[config.mk]
export PLATFORM = sky130hd
export DESIGN_NAME = descheduler_block
export DESIGN_NICKNAME = d
export VERILOG_FILES = /design/src/rtl/descheduler_block.sv
export SDC_FILE = /design/constraint.sdc
export NUM_CORES = 1
export LEC_CHECK = 0
export ABC_CLOCK_PERIOD_IN_PS = 2500
export CORE_MARGIN = 2
export CORE_UTILIZATION = 30
export DETAILED_ROUTE_END_ITERATION = 10
export HOLD_SLACK_MARGIN = 0.15
export PLACE_DENSITY_LB_ADDON = 0.05
export SYNTH_ARGS = -nofsm -noshare
export SYNTH_HDL_FRONTEND = slang
export SYNTH_SLANG_ARGS = --single-unit
[constraint.sdc]
create_clock -name clk -period 2.5 [get_ports clk]
set_input_delay 0.5 -clock clk [delete_from_list [all_inputs] [get_ports clk]]
set_output_delay 0.5 -clock clk [all_outputs]
set_load 0.005 [all_outputs]
[src/rtl/descheduler_block.sv]
// Rebuilds four parallel channels from a round-robin serialized word stream.
// The last slot's word bypasses staging, so a frame appears one clock after its final word.
module descheduler_block #(
  parameter int DATA_WIDTH = 16,
  parameter int N_INPUTS   = 4
) (
  input  logic                  clk,
  input  logic                  rst,
  input  logic                  en,
  input  logic [DATA_WIDTH-1:0] data_in,
  output logic [DATA_WIDTH-1:0] r0,
  output logic [DATA_WIDTH-1:0] r1,
  output logic [DATA_WIDTH-1:0] r2,
  output logic [DATA_WIDTH-1:0] r3,
  output logic                  frame_valid,
  output logic [1:0]            slot
);

  localparam logic [1:0] LAST_SLOT = 2'(N_INPUTS - 1);

  logic [1:0]            slot_reg;
  logic [DATA_WIDTH-1:0] stage_reg [0:N_INPUTS-2];
  logic [DATA_WIDTH-1:0] frame_reg [0:N_INPUTS-1];
  logic                  frame_valid_reg;
  logic                  capture_last;

  assign capture_last = en && (slot_reg == LAST_SLOT);

  always_ff @(posedge clk) begin
    if (!rst) begin
      slot_reg <= 2'd0;
    end else if (en) begin
      slot_reg <= slot_reg + 2'd1;
    end
  end

  always_ff @(posedge clk) begin
    if (!rst) begin
      for (int i = 0; i < N_INPUTS - 1; i++) begin
        stage_reg[i] <= '0;
      end
    end else if (en) begin
      for (int i = 0; i < N_INPUTS - 1; i++) begin
        if (slot_reg == 2'(i)) begin
          stage_reg[i] <= data_in;
        end
      end
    end
  end

  // All four outputs move together on one edge so a frame is never seen half-updated.
  always_ff @(posedge clk) begin
    if (!rst) begin
      for (int i = 0; i < N_INPUTS; i++) begin
        frame_reg[i] <= '0;
      end
    end else if (capture_last) begin
      for (int i = 0; i < N_INPUTS - 1; i++) begin
        frame_reg[i] <= stage_reg[i];
      end
      frame_reg[N_INPUTS-1] <= data_in;
    end
  end

  always_ff @(posedge clk) begin
    if (!rst) begin
      frame_valid_reg <= 1'b0;
    end else begin
      frame_valid_reg <= capture_last;
    end
  end

  assign r0          = frame_reg[0];
  assign r1          = frame_reg[1];
  assign r2          = frame_reg[2];
  assign r3          = frame_reg[3];
  assign frame_valid = frame_valid_reg;
  assign slot        = slot_reg;

endmodule

==> summary.txt, run 1 <==
CTS root buffer = clkbuf_16
slowest CP cell = clkdlybuf4s50_1
CTS clk-pin slew, worst paths = 0.05 ns
Achievable Freq = 0.533 GHz
Hold Violations, Final = 0
Synth top area share = 81.3%
Syn Inst Count = 224
dpl hpwl = 4.53 mm
final wirelength = 7.60 mm
Die X = 121 um
period utilisation layout = 75.0%
crit-path max cell delay = 0.54 ns
DR vias/cell = 4.00
DP Cell Count = 485
routability cong. = 0.698
FF-to-FF End = stage_reg[0][18]
Critical Path, Cell by Cell = clkdlybuf4s50_1
post_cts resized = 0
Hold Path Class = flip-flop to flip-flop
DRC = 0
Starting Density = 31.0%
Post-synth top flop = edfxtp_1
Synth area leader = edfxtp_1
outcome = completed
Worst Clk Skew = 0.00637 ns
flop2flop setup slack = 0.74 ns
num rows = 42
Routed Antenna Nets = 0
largest cells by area after synthesis = edfxtp_1 (81%), and2_1 (12%), dfxtp_1 (1.5%)
worst-path maximum fanout = 5
most common cell in the netlist = edfxtp_1
final count of negative-setup-slack endpoints = 0
chip height = 121 um
total CTS buffers = 17
initial antenna violation count = 0
CTS sink cnt = 115
peak supply drop = 0.000428 V
Top delay family on crit path = buffers and inverters
Post-synth ARST share = 0%
Synth warnings = 0
# IOs = 86
Hold Crit Start = stage_reg[0][1]
TritonCTS clock tree = yes
pre-CTS WS = 0.468 ns
Core ar. = 13,300 um^2
hold path depth = 1
router iterations before antenna repair = 4
Max-slew headroom = 78.0%
vias in the first global route = 2,071
RSZ-0062 raised after global routing = false
Synth top cells by count = edfxtp_1 (112), and2_1 (81), nand2_1 (8)
syn avg cell area = 18.5 um^2
max cap viols = 0
distinct cell type count after synthesis = 15
final worst slack = 0.624 ns
CP Class = flip-flop to output port
Worst R2R Start = slot[0]
sequential-to-total area share from yosys stat = 82.7%
H-tree depth = 4
antenna cells = 0
crit path DAT = 1.38 ns
P&R area growth vs syn = 42.1%
Final TNS setup = 0 ns
WHS = 0.510 ns
Crit path required time = 2.00 ns
Longest Clk Path Bufs = 2
Setup crit start kind = flip-flop
postcts setup bufs = 0
worst skew pair latency = 0.40 ns
CP bufs+invs = 1
syn_nets = 247
port bufs = 85
total number of vias = 2,064
Final min period = 1.88 ns
max reg flops = 64
DR WL/cell = 14.7 um
Layout Cells excl Fill = 516
Worst-Margin Slew = 0.330 ns
Hold Path End = frame_reg[0][1]
cell leakage power = 2.20 nW
drt initial violations = 109
GRT Util Overall = 11.0%
CP endpoint kind = output port
Pwr per Cell Area = 896 nW/um^2
gr ovfl total = 0
mapped cell area = 4140 um^2
Nets = 351
global-route wire length before repair = 11.4 mm
Seq cells post-synth = 115
share of cells above drive strength 1 = 10.9%
CTS Hold Buffers Added = 0
EDFF count, synth = 112
maximum number of pins on one net before global-route repair = 44
max-slew violations = 0
die footprint = 14,700 um^2
cells on worst reg2reg path = 5
[logic make-up (layout without fill, tap and decap cells)]
| group | after synthesis | count (layout) | share of synthesized area, % |
|---|---|---|---|
| multiplexers | 1 | 1 | 0.242 |
| XOR/XNOR | 1 | 1 | 0.212 |
| adder cells (fa/ha/maj) | 4 | 4 | 1.21 |
| AND/OR/NAND/NOR | 91 | 91 | 13.3 |
| AO/OA/AOI/OAI | 1 | 1 | 0.242 |
| flip-flops | 115 | 115 | 82.7 |
| buffers and inverters | 11 | 127 | 2.09 |
[routing by layer]
metal | global-route usage [%] | routed length (um)
met2 | 17.4 | 3810
met4 | 5.39 | 99
met5 | 0 | 0
met3 | 4.46 | 382
met1 | 13.0 | 3310
[worst register-to-register path, delay by kind of cell (launching register included)]
| kind | cells | cell delay [ns] |
|---|---|---|
| flops | 1 | 0.43 |
| compound gates | 1 | 0.32 |
| buf+inv | 2 | 0.30 |
| simple gates | 1 | 0.22 |
| fa+ha+maj | 1 | 0.21 |
[stage by stage]
stage | util (%) | total power (W) | area (um^2)
global placement | 39.1 | 0.00256 | 5210
CTS | 44.1 | 0.00533 | 5880
global route | 44.1 | 0.00542 | 5880
finish | 44.1 | 0.00527 | 5880
detailed placement | 39.1 | 0.00257 | 5210
floorplan | - | 0.00238 | 4140
[worst max-delay path by stage]
stage          depth (start not counted)  slack (ns)  startpoint          endpoint
2_1_floorplan                          3        0.59          en   frame_reg[0][0]
3_3_place_gp                           4        0.48          en  frame_reg[0][15]
3_5_place_dp                           4        0.47          en   frame_reg[3][0]
4_1_cts                                1        0.60     slot[0]           slot[0]
5_1_grt                                1        0.56     slot[0]           slot[0]
6_report                               1        0.62     slot[0]           slot[0]
[final cells by class]
cell class / count / area [um^2]
inverter: 2 / 7.51
sequential: 115 / 3420
fill: 1231 / 7470
timing repair buffer: 94 / 931
tap: 176 / 220
clock buffer: 18 / 429
multi-input combinational: 98 / 632
clock inverter: 13 / 238
[cell usage in the layout (no fill, tap or decap)]
cell and instances:
and3_2 1, clkbuf_16 17, ha_1 4, mux2i_1 1, clkdlybuf4s50_1 85, buf_4 8
buf_12 1, bufinv_16 7, nand2_2 1, clkbuf_1 1, clkinv_1 4, clkinvlp_4 1
inv_1 2, nor2b_1 1, edfxtp_1 112, xor2_1 1, clkinv_2 1, dfxtp_1 3
nand2_1 7, and2_1 81, o311a_1 1
[power by group]
part	switching, W	internal [W]
registers	0.0000294	0.00224
clock network	0.000802	0.00195
logic	0.000116	0.000131
No activity file was read; power rests on OpenSTA's default activity.
==> run 2, diff against run 1 <==
--- a/config.mk
+++ b/config.mk
@@ -5,7 +5,7 @@
 export SDC_FILE = /design/constraint.sdc
 export NUM_CORES = 1
 export LEC_CHECK = 0
-export ABC_CLOCK_PERIOD_IN_PS = 2500
+export ABC_CLOCK_PERIOD_IN_PS = 1650
 export CORE_MARGIN = 2
 export CORE_UTILIZATION = 30
 export DETAILED_ROUTE_END_ITERATION = 10
==> constraint.sdc (replaced) <==
create_clock -name clk -period 1.65 [get_ports clk]
set_input_delay 0.33 -clock clk [delete_from_list [all_inputs] [get_ports clk]]
set_output_delay 0.33 -clock clk [all_outputs]
set_load 0.005 [all_outputs]
==> run 2 against run 1 <==
Sequential share of layout area fell by 0.88 points. Clock skew about the same. Setup slack worse by 0.60 ns. Hold slack hardly changed. Design area up 1.6%. Utilization increased by 0.71 points. Register-to-register slack got worse by 0.71 ns. Critical endpoint is now stage_reg[0][10].
==> summary.txt, run 2 (same netlist as run 1, synthesis figures left out) <==
cell leakage power = 2.26 nW
routability cong. = 0.692
Max-slew headroom = 83.0%
Post-DP Area = 5340 um^2
final worst slack = 0.0266 ns
Die X = 121 um
Starting Density = 31.0%
dpl hpwl = 4.84 mm
slowest CP cell = o311a_4
Routed Antenna Nets = 0
gr ovfl total = 0
outcome = completed
global-route wire length before repair = 11.7 mm
RSZ-0062 raised after global routing = true
crit-path max cell delay = 0.41 ns
vias in the first global route = 2,176
crit path DAT = 1.76 ns
Worst Clk Skew = 0.00647 ns
period utilisation layout = 98.4%
Critical Path Start = slot[1]
initial antenna violation count = 0
max reg flops = 64
Core ar. = 13,300 um^2
Layout Cells excl Fill = 526
antenna cells = 0
Worst-Margin Slew = 0.254 ns
Setup crit start kind = flip-flop
num rows = 42
total number of vias = 2,135
Final min period = 1.62 ns
router iterations before antenna repair = 4
total CTS buffers = 17
share of cells above drive strength 1 = 17.4%
Longest Clk Path Bufs = 2
Pwr per Cell Area = 1240 nW/um^2
Hold Violations, Final = 0
max-slew violations = 0
DR vias/cell = 4.06
TritonCTS clock tree = yes
# IOs = 86
Crit path required time = 1.79 ns
pre-CTS WS = -0.0713 ns
port bufs = 85
chip height = 121 um
final count of negative-setup-slack endpoints = 0
Critical Path, Cell by Cell = buf_4, ha_2, o311a_4, buf_6, and2_1
CTS root buffer = clkbuf_16
Worst R2R Start = slot[1]
peak supply drop = 0.000470 V
CTS clk-pin slew, worst paths = 0.05 ns
DP Cell Count = 493
GRT Util Overall = 11.1%
H-tree depth = 4
worst skew pair latency = 0.40 ns
Achievable Freq = 0.616 GHz
max cap viols = 0
CTS Hold Buffers Added = 0
maximum number of pins on one net before global-route repair = 38
CP endpoint kind = flip-flop
CTS sink cnt = 115
DR WL/cell = 14.5 um
P&R area growth vs syn = 44.4%
Tot Pwr = 0.00741 W
die footprint = 14,700 um^2
CP Class = flip-flop to flip-flop
drt initial violations = 156
FILL cells = 1,231
worst-path maximum fanout = 7
design area = 5980 um^2
most frequent cells in the layout = edfxtp_1 (112), clkdlybuf4s50_1 (82), and2_1 (71)
Hold Crit Start = stage_reg[0][19]
postcts setup bufs = 0
Hold Path Class = flip-flop to flip-flop
Nets = 360
commonest non-fill, non-tap cell in the layout = edfxtp_1
DRC = 0
final wirelength = 7.63 mm
run 2: cell types whose count changed in the layout (fill, tap and decap cells not counted), moves of 3 or more:
cell	delta
buf_12	+5
buf_6	+3
clkinv_2	+4
and2_4	+10
clkdlybuf4s50_1	-3
and2_1	-10
bufinv_16	-4
run 2: power breakdown:
part / total (W) / internal, W / switching (W)
Sequential: 0.00344 / 0.00340 / 0.0000383
Combinational: 0.000444 / 0.000246 / 0.000198
Clock: 0.00352 / 0.00234 / 0.00119
run 2: layout make-up:
type	count	area (um^2)	area share, %
well taps	176	220	3.69
repair buffers	103	1070	17.9
inverters	2	7.51	0.126
clock buffers	19	433	7.24
multi-input cells	98	676	11.3
clock inverters	13	141	2.37
flip-flops and latches	115	3430	57.3
run 2: worst paths after layout:
kind                 endpoint  slack, ns  cells after the start
max          stage_reg[0][10]       0.03                      5
min           frame_reg[1][3]       0.51                      1
max reg2reg  stage_reg[0][10]       0.03                      5
min reg2reg   frame_reg[1][3]       0.51                      1
run 2: layer usage:
layer / vias up / GRT usage, % / routed length, um / part of all wire (%)
met4: 0 / 5.82 / 116 / 1.5
met3: 11 / 4.46 / 388 / 5.1
met1: 1042 / 13.0 / 3240 / 42
met2: 55 / 17.6 / 3890 / 51
li1: 1027 / - / - / -
met5: - / 0 / 0 / 0
run 2: stage by stage:
stage	hold slack, ns	setup TNS [ns]	utilization [%]
after floorplan	0.452	0	-
after global placement	0.499	-4.93	40.0
after CTS	0.514	0	44.3
final	0.510	0	44.8
after global routing	0.527	-0.298	44.8
after detailed placement	0.501	-6.35	40.0
run 2: timing repair:
item,in CTS,in global routing
setup endpoints to repair,2,49
resized for setup,3,19
gates cloned,0,1
pin swaps,0,1
run 2: critical path: cells and delay by family, from the launching register on:
kind / cells / cell delay, ns
adder cells (fa/ha/maj): 1 / 0.18
AND/OR/NAND/NOR: 1 / 0.18
buffers and inverters: 2 / 0.29
flip-flops: 1 / 0.31
AO/OA/AOI/OAI: 1 / 0.41
==> run 3, diff against run 2 <==
--- a/config.mk
+++ b/config.mk
@@ -6,8 +6,9 @@
 export NUM_CORES = 1
 export LEC_CHECK = 0
 export ABC_CLOCK_PERIOD_IN_PS = 1650
+export CAP_MARGIN = 0
 export CORE_MARGIN = 2
-export CORE_UTILIZATION = 30
+export CORE_UTILIZATION = 45
 export DETAILED_ROUTE_END_ITERATION = 10
 export HOLD_SLACK_MARGIN = 0.15
 export PLACE_DENSITY_LB_ADDON = 0.05
==> run 3 against run 2 <==
Clock power decreased by 6.3%. Clock skew about the same. Largest power group is now sequential cells. Count of clock-buffer cells in the layout unchanged. Sequential power about the same. Sequential share of layout area increased by 2.7 points.
==> summary.txt, run 3 (same netlist as run 1, synthesis figures left out) <==
Longest Clk Path Bufs = 2
Hold Path Class = input pin to flip-flop
period utilisation layout = 94.8%
cell leakage power = 2.36 nW
Final min period = 1.56 ns
Hold Violations, Final = 0
routability cong. = 0.696
Core ar. = 8810 um^2
initial antenna violation count = 0
Die X = 99.9 um
worst skew pair latency = 0.50 ns
total CTS buffers = 17
CTS clk-pin slew, worst paths = 0.06 ns
design area = 5700 um^2
maximum number of pins on one net before global-route repair = 47
peak supply drop = 0.000833 V
DRC = 0
slowest CP cell = o311a_4
Pwr per Cell Area = 1250 nW/um^2
CTS root buffer = clkbuf_8
Achievable Freq = 0.639 GHz
Routed Antenna Nets = 0
antenna cells = 0
num rows = 34
Final TNS setup = 0 ns
Setup crit start kind = flip-flop
Flop pwr share = 48.4%
Post-DP Area = 5230 um^2
CP endpoint kind = flip-flop
H-tree depth = 4
worst-path maximum fanout = 16
Worst-Margin Slew = 0.277 ns
combinational fraction of design power = 5.3%
commonest non-fill, non-tap cell in the layout = edfxtp_1
die footprint = 9980 um^2
CTS sink cnt = 115
vias in the first global route = 2,210
port bufs = 85
Starting Density = 47.0%
DR WL/cell = 16.3 um
Nets = 355
# IOs = 86
drt initial violations = 88
max reg flops = 64
Crit path required time = 1.89 ns
Layout Cells excl Fill = 452
total number of vias = 2,129
crit-path max cell delay = 0.45 ns
TritonCTS clock tree = yes
DP Cell Count = 420
NetSw = 0.00142 W
sw frac = 19.9%
CTS Hold Buffers Added = 0
GRT Util Overall = 16.2%
chip height = 99.9 um
DR vias/cell = 4.71
final wirelength = 7.36 mm
share of cells above drive strength 1 = 12.2%
pre-CTS WS = -0.256 ns
gr ovfl total = 0
router iterations before antenna repair = 4
final count of negative-setup-slack endpoints = 0
Clock power frac = 46.4%
outcome = completed
crit path DAT = 1.80 ns
Max-slew headroom = 81.5%
max-slew violations = 0
dpl hpwl = 4.74 mm
final worst slack = 0.0859 ns
RSZ-0062 raised after global routing = false
Pint = 0.00569 W
global-route wire length before repair = 11.6 mm
most frequent cells in the layout = edfxtp_1 (112), and2_1 (81), dlygate4sd2_1 (67)
Worst Clk Skew = 0.00653 ns
Critical Path, Cell by Cell = inv_1, ha_1, o311a_4, and2_1
CP Class = flip-flop to flip-flop
P&R area growth vs syn = 37.8%
max cap viols = 0
-- run 3: cell types whose count changed in the layout (fill, tap and decap cells not counted), sizes merged --
cell / change
dlygate4sd2: +65
clkdlybuf4s50: -64
buf: -5
bufinv: -1
clkinv: -1
dlymetal6s2s: -1
inv: +1
-- run 3: cell type report --
| type | instances | area (um^2) |
|---|---|---|
| well taps | 108 | 135 |
| inverters | 2 | 7.51 |
| clock buffers | 19 | 422 |
| multi-input cells | 98 | 647 |
| repair buffers | 98 | 952 |
| fillers | 679 | 3100 |
| clock inverters | 12 | 115 |
| flip-flops and latches | 115 | 3420 |
-- run 3: power groups by stage --
stage	combinational, W	sequential [W]	clock [W]
finish	0.000373	0.00344	0.00330
CTS	0.000375	0.00344	0.00337
floorplan	0.000111	0.00350	0
global placement	0.000411	0.00350	0
global route	0.000407	0.00345	0.00352
detailed placement	0.000416	0.00350	0
-- run 3: final timing paths --
check,start,to,slack [ns],cells after the start
min reg2reg,stage_reg[0][43],frame_reg[2][11],0.52,1
max,slot[0],stage_reg[0][2],0.09,4
max reg2reg,slot[0],stage_reg[0][2],0.09,4
min,data_in[4],frame_reg[3][4],0.52,2
-- run 3: repair_timing --
action / 4_1_cts / 5_1_grt
setup buffers: 1 / 0
setup endpoints to repair: 115 / 48
gates resized for setup: 69 / 1
-- run 3: worst max-delay path: cells and delay by family (launching register included) --
kind | cells | cell delay [ns]
buf+inv | 1 | 0.06
flops | 1 | 0.35
simple gates | 1 | 0.22
fa+ha+maj | 1 | 0.23
compound gates | 1 | 0.45
-- run 3: layer usage --
metal | wire length, um | GRT usage, %
met1 | 3350 | 21.6
met2 | 3470 | 24.3
met3 | 428 | 5.92
met4 | 110 | 6.95
met5 | 0 | 0
-- run 3: stage by stage --
step	util (%)	power, W	hold slack (ns)
after floorplan	-	0.00361	0.452
after global placement	59.4	0.00391	0.500
after detailed placement	59.4	0.00392	0.504
after CTS	64.6	0.00718	0.488
after global routing	64.8	0.00738	0.517
final	64.8	0.00711	0.515
